==> src/rtl/threedeeohpad_reader_if.sv <==
// Pad-link bundle between a 3DO pad reader and its environment.
// The slave side is the reader; the master side drives the request and
// the pad data line and observes the pad strobes and the assembled frame.
interface threedeeohpad_reader_if #(
    parameter int BITS = 16
);
    logic            start;
    logic            dat;
    logic            ps;
    logic            clk_out;
    logic            busy;
    logic            valid;
    logic [BITS-1:0] data;

    modport master (
        output start,
        output dat,
        input  ps,
        input  clk_out,
        input  busy,
        input  valid,
        input  data
    );

    modport slave (
        input  start,
        input  dat,
        output ps,
        output clk_out,
        output busy,
        output valid,
        output data
    );
endinterface

==> src/rtl/threedeeohpad_reader.sv <==
// Console-side 3DO pad reader: strobes ps, toggles clk_out and samples the
// pad data line, assembling one BITS-wide frame (first bit = MSB) per start.
// The pad drives inverted bits, so the stored bit is the inverse of dat.
module threedeeohpad_reader #(
    parameter int BITS        = 16,
    parameter int HALF_PERIOD = 50
) (
    input  logic                   system_clock,
    input  logic                   reset,
    threedeeohpad_reader_if.slave  link
);
    localparam int DIV_W = $clog2(HALF_PERIOD);
    localparam int CNT_W = $clog2(BITS);

    localparam logic [DIV_W-1:0] DIV_LOAD = DIV_W'(HALF_PERIOD - 1);
    localparam logic [DIV_W-1:0] DIV_ZERO = {DIV_W{1'b0}};
    localparam logic [DIV_W-1:0] DIV_ONE  = DIV_W'(1);
    localparam logic [CNT_W-1:0] CNT_LAST = CNT_W'(BITS - 1);
    localparam logic [CNT_W-1:0] CNT_ZERO = {CNT_W{1'b0}};
    localparam logic [CNT_W-1:0] CNT_ONE  = CNT_W'(1);

    localparam logic [2:0] ST_IDLE     = 3'd0;
    localparam logic [2:0] ST_LATCH_LO = 3'd1;
    localparam logic [2:0] ST_LATCH_HI = 3'd2;
    localparam logic [2:0] ST_BIT_LO   = 3'd3;
    localparam logic [2:0] ST_BIT_HI   = 3'd4;
    localparam logic [2:0] ST_DONE     = 3'd5;

    logic [2:0]      state_r;
    logic [2:0]      state_nxt_s;
    logic [DIV_W-1:0] div_r;
    logic [DIV_W-1:0] div_nxt_s;
    logic [CNT_W-1:0] bit_cnt_r;
    logic [CNT_W-1:0] bit_cnt_nxt_s;
    logic [BITS-1:0] shift_r;
    logic [BITS-1:0] shift_nxt_s;
    logic            dat_meta_r;
    logic            dat_sync_r;
    logic            ps_r;
    logic            clk_out_r;
    logic            busy_r;
    logic            valid_r;
    logic [BITS-1:0] data_r;

    // Two-flop synchroniser for the asynchronous pad data line; idles high like an absent pad.
    always_ff @(posedge system_clock) begin
        if (reset) begin
            dat_meta_r <= 1'b1;
            dat_sync_r <= 1'b1;
        end else begin
            dat_meta_r <= link.dat;
            dat_sync_r <= dat_meta_r;
        end
    end

    // Next-state logic: every timed phase runs the divider from HALF_PERIOD-1 down to 0.
    always_comb begin
        state_nxt_s   = state_r;
        div_nxt_s     = div_r;
        bit_cnt_nxt_s = bit_cnt_r;
        shift_nxt_s   = shift_r;
        case (state_r)
            ST_IDLE: begin
                if (link.start) begin
                    state_nxt_s   = ST_LATCH_LO;
                    div_nxt_s     = DIV_LOAD;
                    bit_cnt_nxt_s = CNT_ZERO;
                end else begin
                    state_nxt_s   = ST_IDLE;
                end
            end
            ST_LATCH_LO: begin
                if (div_r == DIV_ZERO) begin
                    state_nxt_s = ST_LATCH_HI;
                    div_nxt_s   = DIV_LOAD;
                end else begin
                    div_nxt_s   = div_r - DIV_ONE;
                end
            end
            ST_LATCH_HI: begin
                if (div_r == DIV_ZERO) begin
                    state_nxt_s = ST_BIT_LO;
                    div_nxt_s   = DIV_LOAD;
                end else begin
                    div_nxt_s   = div_r - DIV_ONE;
                end
            end
            ST_BIT_LO: begin
                // Sample as late as possible so both synchronisers have settled.
                if (div_r == DIV_ZERO) begin
                    shift_nxt_s = {shift_r[BITS-2:0], ~dat_sync_r};
                    state_nxt_s = ST_BIT_HI;
                    div_nxt_s   = DIV_LOAD;
                end else begin
                    div_nxt_s   = div_r - DIV_ONE;
                end
            end
            ST_BIT_HI: begin
                if (div_r == DIV_ZERO) begin
                    if (bit_cnt_r == CNT_LAST) begin
                        state_nxt_s   = ST_DONE;
                    end else begin
                        bit_cnt_nxt_s = bit_cnt_r + CNT_ONE;
                        state_nxt_s   = ST_BIT_LO;
                        div_nxt_s     = DIV_LOAD;
                    end
                end else begin
                    div_nxt_s = div_r - DIV_ONE;
                end
            end
            ST_DONE: begin
                state_nxt_s = ST_IDLE;
            end
            default: begin
                state_nxt_s = ST_IDLE;
            end
        endcase
    end

    // Sequencer state: FSM, divider, bit counter and shift register.
    always_ff @(posedge system_clock) begin
        if (reset) begin
            state_r   <= ST_IDLE;
            div_r     <= DIV_ZERO;
            bit_cnt_r <= CNT_ZERO;
            shift_r   <= {BITS{1'b0}};
        end else begin
            state_r   <= state_nxt_s;
            div_r     <= div_nxt_s;
            bit_cnt_r <= bit_cnt_nxt_s;
            shift_r   <= shift_nxt_s;
        end
    end

    // Registered pad strobes and host status, decoded from the current state.
    always_ff @(posedge system_clock) begin
        if (reset) begin
            ps_r      <= 1'b0;
            clk_out_r <= 1'b1;
            busy_r    <= 1'b0;
            valid_r   <= 1'b0;
            data_r    <= {BITS{1'b0}};
        end else begin
            ps_r      <= (state_r == ST_LATCH_LO) || (state_r == ST_LATCH_HI);
            clk_out_r <= !((state_r == ST_LATCH_LO) || (state_r == ST_BIT_LO));
            busy_r    <= (state_r != ST_IDLE);
            valid_r   <= (state_r == ST_DONE);
            if (state_r == ST_DONE) begin
                data_r <= shift_r;
            end else begin
                data_r <= data_r;
            end
        end
    end

    assign link.ps      = ps_r;
    assign link.clk_out = clk_out_r;
    assign link.busy    = busy_r;
    assign link.valid   = valid_r;
    assign link.data    = data_r;
endmodule

==> src/flat_wrapper.sv <==
// flat-port wrapper written by rule: the top's interface ports become plain ports
module threedeeohpad_reader_flat 
#(
    parameter int BITS        = 16,
    parameter int HALF_PERIOD = 50
)
  (system_clock, reset, link_start, link_dat, link_ps, link_clk_out, link_busy, link_valid, link_data);
  threedeeohpad_reader_if #(.BITS(BITS)) link_i ();
  input  logic system_clock;
  input  logic reset;
  input wire logic [$bits(link_i.start)-1:0] link_start;
  input wire logic [$bits(link_i.dat)-1:0] link_dat;
  output wire logic [$bits(link_i.ps)-1:0] link_ps;
  output wire logic [$bits(link_i.clk_out)-1:0] link_clk_out;
  output wire logic [$bits(link_i.busy)-1:0] link_busy;
  output wire logic [$bits(link_i.valid)-1:0] link_valid;
  output wire logic [$bits(link_i.data)-1:0] link_data;
  assign link_i.start = link_start;
  assign link_i.dat = link_dat;
  assign link_ps = link_i.ps;
  assign link_clk_out = link_i.clk_out;
  assign link_busy = link_i.busy;
  assign link_valid = link_i.valid;
  assign link_data = link_i.data;
  threedeeohpad_reader #(.BITS(BITS), .HALF_PERIOD(HALF_PERIOD)) u_core (.system_clock(system_clock), .reset(reset), .link(link_i));
endmodule
==> config.mk <==
export PLATFORM = sky130hd
export DESIGN_NAME = threedeeohpad_reader_flat
export DESIGN_NICKNAME = d
export VERILOG_FILES = /design/src/rtl/threedeeohpad_reader_if.sv /design/src/rtl/threedeeohpad_reader.sv /design/src/flat_wrapper.sv
export SDC_FILE = /design/constraint.sdc
export NUM_CORES = 1
export LEC_CHECK = 0
export ABC_AREA = 0
export BUFFER_PORTS_ARGS = -buffer_cell sky130_fd_sc_hd__buf_4
export CELL_PAD_IN_SITES_DETAIL_PLACEMENT = 1
export CELL_PAD_IN_SITES_GLOBAL_PLACEMENT = 1
export CORE_UTILIZATION = 30
export CTS_CLUSTER_DIAMETER = 100
export DETAILED_ROUTE_END_ITERATION = 8
export HOLD_SLACK_MARGIN = 0.06
export PLACE_DENSITY = 0.63
export SYNTH_ARGS = -nofsm -noshare
export SYNTH_HDL_FRONTEND = slang
export SYNTH_SLANG_ARGS = --single-unit
==> constraint.sdc <==
create_clock -name system_clock -period 2.55 [get_ports system_clock]
set_input_delay 0.3825 -clock system_clock [delete_from_list [all_inputs] [get_ports system_clock]]
set_output_delay 0.3825 -clock system_clock [all_outputs]
set_load 0.05 [all_outputs]
# ---- Yosys cells after proc, flatten, opt, wreduce, memory -nomap -nowiden
# Index checks and enable logic that the tools add are counted.
# W data, S select, Z words.
dict set report op_classes {
  eq_ne 13
  n_reduce_logical 13
  bitwise 1
  add_sub_neg 2
  mux 16
}
# op n
set op_table {}
lappend op_table {{$mux W6} 4}
lappend op_table {{$pmux W6 S3} 1}
lappend op_table {{$mux W3} 5}
lappend op_table {{$pmux W3 S5} 1}
lappend op_table {{$mux W4} 3}
lappend op_table {{$ne A2 B1 Y1 const B} 4}
lappend op_table {{$pmux W4 S2} 1}
lappend op_table {{$reduce_and A4 Y1} 2}
lappend op_table {{$eq A3 B2 Y1 const B} 2}
lappend op_table {{$eq A3 B3 Y1 const B} 2}
lappend op_table {{$logic_not A6 Y1} 1}
lappend op_table {{$reduce_bool A3 Y1} 2}
lappend op_table {{$sub A6 B1 Y6 const B} 1}
lappend op_table {{$add A4 B1 Y4 const B} 1}
lappend op_table {{$eq A4 B4 Y1 const B} 1}
lappend op_table {{$ne A2 B2 Y1 const B} 2}
lappend op_table {{$eq A3 B1 Y1 const B} 1}
lappend op_table {{$logic_not A3 Y1} 1}
lappend op_table {{$ne A3 B3 Y1 const B} 1}
lappend op_table {{$reduce_and A3 Y1} 1}
lappend op_table {{$reduce_or A3 Y1} 1}
lappend op_table {{$logic_or A1 B1 Y1} 2}
lappend op_table {{$reduce_and A2 Y1} 1}
lappend op_table {{$reduce_bool A2 Y1} 1}
lappend op_table {{3 further kinds} 3}
dict set report word_totals {
  reg_bits 51
  elab_cells 56
  in_bits 4
}

# ---- Logic depth before layout (Yosys ltp)
dict set report depth {
  ltp_word 4
  mapped_depth 9
}

# ---- Worst setup path after synthesis
# No wires, ideal clock.
dict set report synth_path {
  kind {reg2reg}
  startpoint {register u_core.div_r[0]}
  endpoint {register u_core.shift_r[10]}
  period_less_slack_ns 1.953
  required_time_ns 2.422
  arrival_time_ns 1.825
  path_stages_with_launch 10
  path_slack_ns 0.597
  setup_ns 0.128
  cell_sequence {dfxtp_1 -> inv_1 -> ha_1 -> or4b_4 -> buf_6 -> nor3_2 -> buf_6 -> buf_12 -> mux2i_1 -> nor2_1}
}
dict set report synth_between {
  elab_chain_len 2
}
# element line_no
set synth_rtl {}
lappend synth_rtl {{from (decl)} threedeeohpad_reader.sv:31} ;# logic [DIV_W-1:0] div_r;
lappend synth_rtl {{from (signal assigned)} threedeeohpad_reader.sv:129} ;# div_r <= div_nxt_s;
lappend synth_rtl {{$logic_not A6 Y1} threedeeohpad_reader.sv:90} ;# if (div_r == DIV_ZERO) begin
lappend synth_rtl {{$reduce_and A2 Y1 (no source line)} -}
lappend synth_rtl {{to (signal assigned)} threedeeohpad_reader.sv:126} ;# shift_r <= {BITS{1'b0}};
lappend synth_rtl {{to (signal assigned)} threedeeohpad_reader.sv:131} ;# shift_r <= shift_nxt_s;
lappend synth_rtl {{to (decl)} threedeeohpad_reader.sv:35} ;# logic [BITS-1:0] shift_r;
# No other way between the ends.
# A chain may end at the register's enable or synchronous reset.

# ---- Final worst setup path
dict set report layout_path {
  startpoint {register u_core.div_r[0]}
  endpoint {register u_core.shift_r[5]}
}
# The elaborated chain is that of the path after synthesis.

==> impl_metrics.env <==
export IMPL_status="complete, no violations"
export IMPL_drt_met1_wl_mm=2.249
export IMPL_p_per_area_mw_per_mm2=835.6
export IMPL_synth_cells=231
export IMPL_rows=30
export IMPL_cts_sinks=51
export IMPL_finalWeightedCongestion=0.7313
export IMPL_route_met3_wl_microns=127
export IMPL_dr_first_iter_drc_count=65
export IMPL_tns_ns=0
export IMPL_tightest_slew_ns=0.6076
export IMPL_avgSynthCellArea_sq_um=9.067
export IMPL_drc=0
export IMPL_maxCapViolCount=0
export IMPL_hpwl_mm=2.966
export IMPL_wl_met2_mm=1.968
export IMPL_final_cell_mix="51 x dfxtp_1, 40 x nand2_1, 25 x a21oi_1"
export IMPL_yosysWarnings=0
export IMPL_hold_violations=0
export IMPL_crit_arrival_ns=2.23
export IMPL_ys_seq_area_frac=0.4875
export IMPL_n_antenna_cell=0
export IMPL_ys_types=42
export IMPL_top_layer="met4"
export IMPL_drive_gt1_frac=0.1660
export IMPL_gr_total_overflow=0
export IMPL_fin_crit_sh=0.8037
export IMPL_hold_slack_ns=0.2587
export IMPL_antenna_found_initial=0
export IMPL_final_min_clock_period_ns=2.049
export IMPL_setup_violations=0
export IMPL_fmax_mhz=487.9
export IMPL_start_util=0.3100
export IMPL_drt_total_wl_mm=4.367
export IMPL_fin_skew_ns=0.005995
export IMPL_synth_area_sq_mm=0.002095
export IMPL_path_clk_slew_ns=0.09
export IMPL_fill_cells=807
export IMPL_chipWidth_microns=85.56
export IMPL_layout_commonest_cell="dfxtp_1"
export IMPL_finalInstanceArea_sq_mm=0.002369
export IMPL_startpoint_type="flip-flop"
export IMPL_numCtsBuffers=5
export IMPL_cp_end_kind="flip-flop"
export IMPL_grt_pass1_vias=1581
export IMPL_io_pins=24
export IMPL_ys_ff_latch=51
export IMPL_rsz0062_at_grt="no"
export IMPL_required_ns=2.73
export IMPL_p_total_mw=1.979
export IMPL_die_h_microns=85.56
export IMPL_clock_path_buffers=2
export IMPL_cp_max_fo=18
export IMPL_root_buffer="clkbuf_8"
export IMPL_final_max_slew_viol_count=0
export IMPL_postCtsSetupBuffers=0
export IMPL_first_pass_iters=6
export IMPL_htreeDepth=2
export IMPL_clk_latency_ns=0.30
export IMPL_final_nets=254
export IMPL_grt_max_degree=46
export IMPL_vdd_drop_max_uv=295.7
export IMPL_core_area_sq_mm=0.006756
export IMPL_wl_per_cell_microns=13.35
export IMPL_leakagePower_nw=0.8486
export IMPL_cts_tree="done"
export IMPL_vias=1624
export IMPL_dieArea_sq_mm=0.007320
export IMPL_pre_cts_ws_ns=0.4824
export IMPL_relSlewSlack=0.5940
export IMPL_postRouteAntennaNets=0
export IMPL_area_growth_pct=13.08
export IMPL_syn_num_nets=238
export IMPL_critical_path_class="reg2reg"
export IMPL_setup_ws_ns=0.5006
export IMPL_grt_use_total=0.1255
export IMPL_portBuffers=23
export IMPL_dpl_cell_area_sq_mm=0.002286
export IMPL_grt_pass1_wl_mm=7.424
export IMPL_cts_hold_buf=0
export IMPL_cts_resized=0
export IMPL_hold_path_class="in2reg"
export IMPL_vias_per_cell=4.966
[sequential cells by signal, summed over array words and instances, names as in the netlist]
signal / cells
u_core.link.data: 16
u_core.dat_sync_r: 1
u_core.shift_r: 16
u_core.link.busy: 1
u_core.bit_cnt_r: 4
u_core.div_r: 6
u_core.state_r: 3
u_core.dat_meta_r: 1
u_core.link.valid: 1
u_core.link.clk_out: 1
u_core.link.ps: 1
[critical path, cell delays in order, from the launching register on]
cell     delay, ns
dfxtp_1       0.35
inv_1         0.09
ha_1          0.19
or4b_4        0.53
nor3_2        0.17
buf_4         0.31
mux2i_1       0.25
nor2_1        0.05
[metal layers]
| metal | up-vias | GRT usage |
|---|---|---|
| met5 | - | 0 |
| met4 | 0 | 0.02727 |
| met3 | 2 | 0.02695 |
| met2 | 20 | 0.2058 |
| met1 | 777 | 0.1705 |
| li1 | 825 | - |
[logic make-up after synthesis]
kind of cell / Yosys count / share of synthesized area
muxes: 16 / 0.07646
DFF: 51 / 0.4875
and+or+nand+nor: 92 / 0.2079
adders and majority gates: 3 / 0.01792
buffers and inverters: 19 / 0.04958
xor gates and xnor gates: 1 / 0.004182
AOI/OAI and AO/OA: 49 / 0.1565
[power by group]
group	internal, mW	switching, mW	total (mW)
Sequential	0.870	0.115	0.985
Combinational	0.223	0.312	0.535
Clock	0.189	0.270	0.459
Total	1.28	0.697	1.98
[layout make-up]
| cell class | instances | area [sq um] | share of cell area |
|---|---|---|---|
| Multi-Input combinational cell | 161 | 969.7 | 0.4094 |
| Clock inverter | 2 | 13.76 | 0.005811 |
| Tap cell | 80 | 100.1 | 0.04226 |
| Sequential cell | 51 | 1021 | 0.4311 |
| Clock buffer | 5 | 68.82 | 0.02905 |
| Timing Repair Buffer | 24 | 180.2 | 0.07607 |
| Inverter | 4 | 15.01 | 0.006339 |
[worst paths after layout]
kind / start / endpoint / slack [ns] / depth (start not counted)
worst max-delay path: u_core.div_r[0]$_SDFFE_PP0P_ / u_core.shift_r[5]$_SDFFE_PP0P_ / 0.50 / 7
worst max register to register: u_core.div_r[0]$_SDFFE_PP0P_ / u_core.shift_r[5]$_SDFFE_PP0P_ / 0.50 / 7
worst min-delay path: link_dat / u_core.dat_meta_r$_SDFF_PP1_ / 0.26 / 2
worst min register to register: u_core.dat_meta_r$_SDFF_PP1_ / u_core.dat_sync_r$_SDFF_PP1_ / 0.42 / 1
[Yosys cell counts]
library cell,count,share of area
buf_12,1,0.0096
nor3_2,1,0.0048
and3_1,1,0.0030
nand2b_1,2,0.0060
buf_6,2,0.011
a41oi_1,1,0.0042
o211a_1,2,0.0096
or4b_4,1,0.0066
o2111a_1,1,0.0054
nor3b_1,1,0.0036
a21bo_2,1,0.0048
xnor2_1,1,0.0042
a31oi_1,2,0.0060
or2_2,4,0.012
nor2b_1,4,0.012
nor2_1,20,0.036
or3_1,5,0.015
o21ai_0,5,0.012
nor3_1,2,0.0048
o21bai_1,1,0.0036
a211oi_2,1,0.0060
o31ai_4,1,0.010
a2bb2oi_1,1,0.0042
inv_1,4,0.0072
nor4_1,1,0.0030
o21a_1,1,0.0036
o211ai_1,1,0.0036
a21oi_1,25,0.060
nor2_2,1,0.0030
nand4_1,3,0.0090
and2_1,2,0.0060
o31ai_1,2,0.0072
clkbuf_1,11,0.020
buf_2,1,0.0024
a311oi_1,2,0.0084
ha_1,3,0.018
nand3_1,2,0.0048
o32ai_1,2,0.0084
mux2i_1,16,0.076
dfxtp_1,51,0.49
nand3b_1,2,0.0072
nand2_1,40,0.072
[stage by stage]
step | std cells | util
floorplan | 231 | -
global placement | 320 | 0.3383
detailed placement | 320 | 0.3383
CTS | 327 | 0.3506
global route | 327 | 0.3506
finish | 327 | 0.3506
Note: power is estimated with default switching activity, not from simulation.
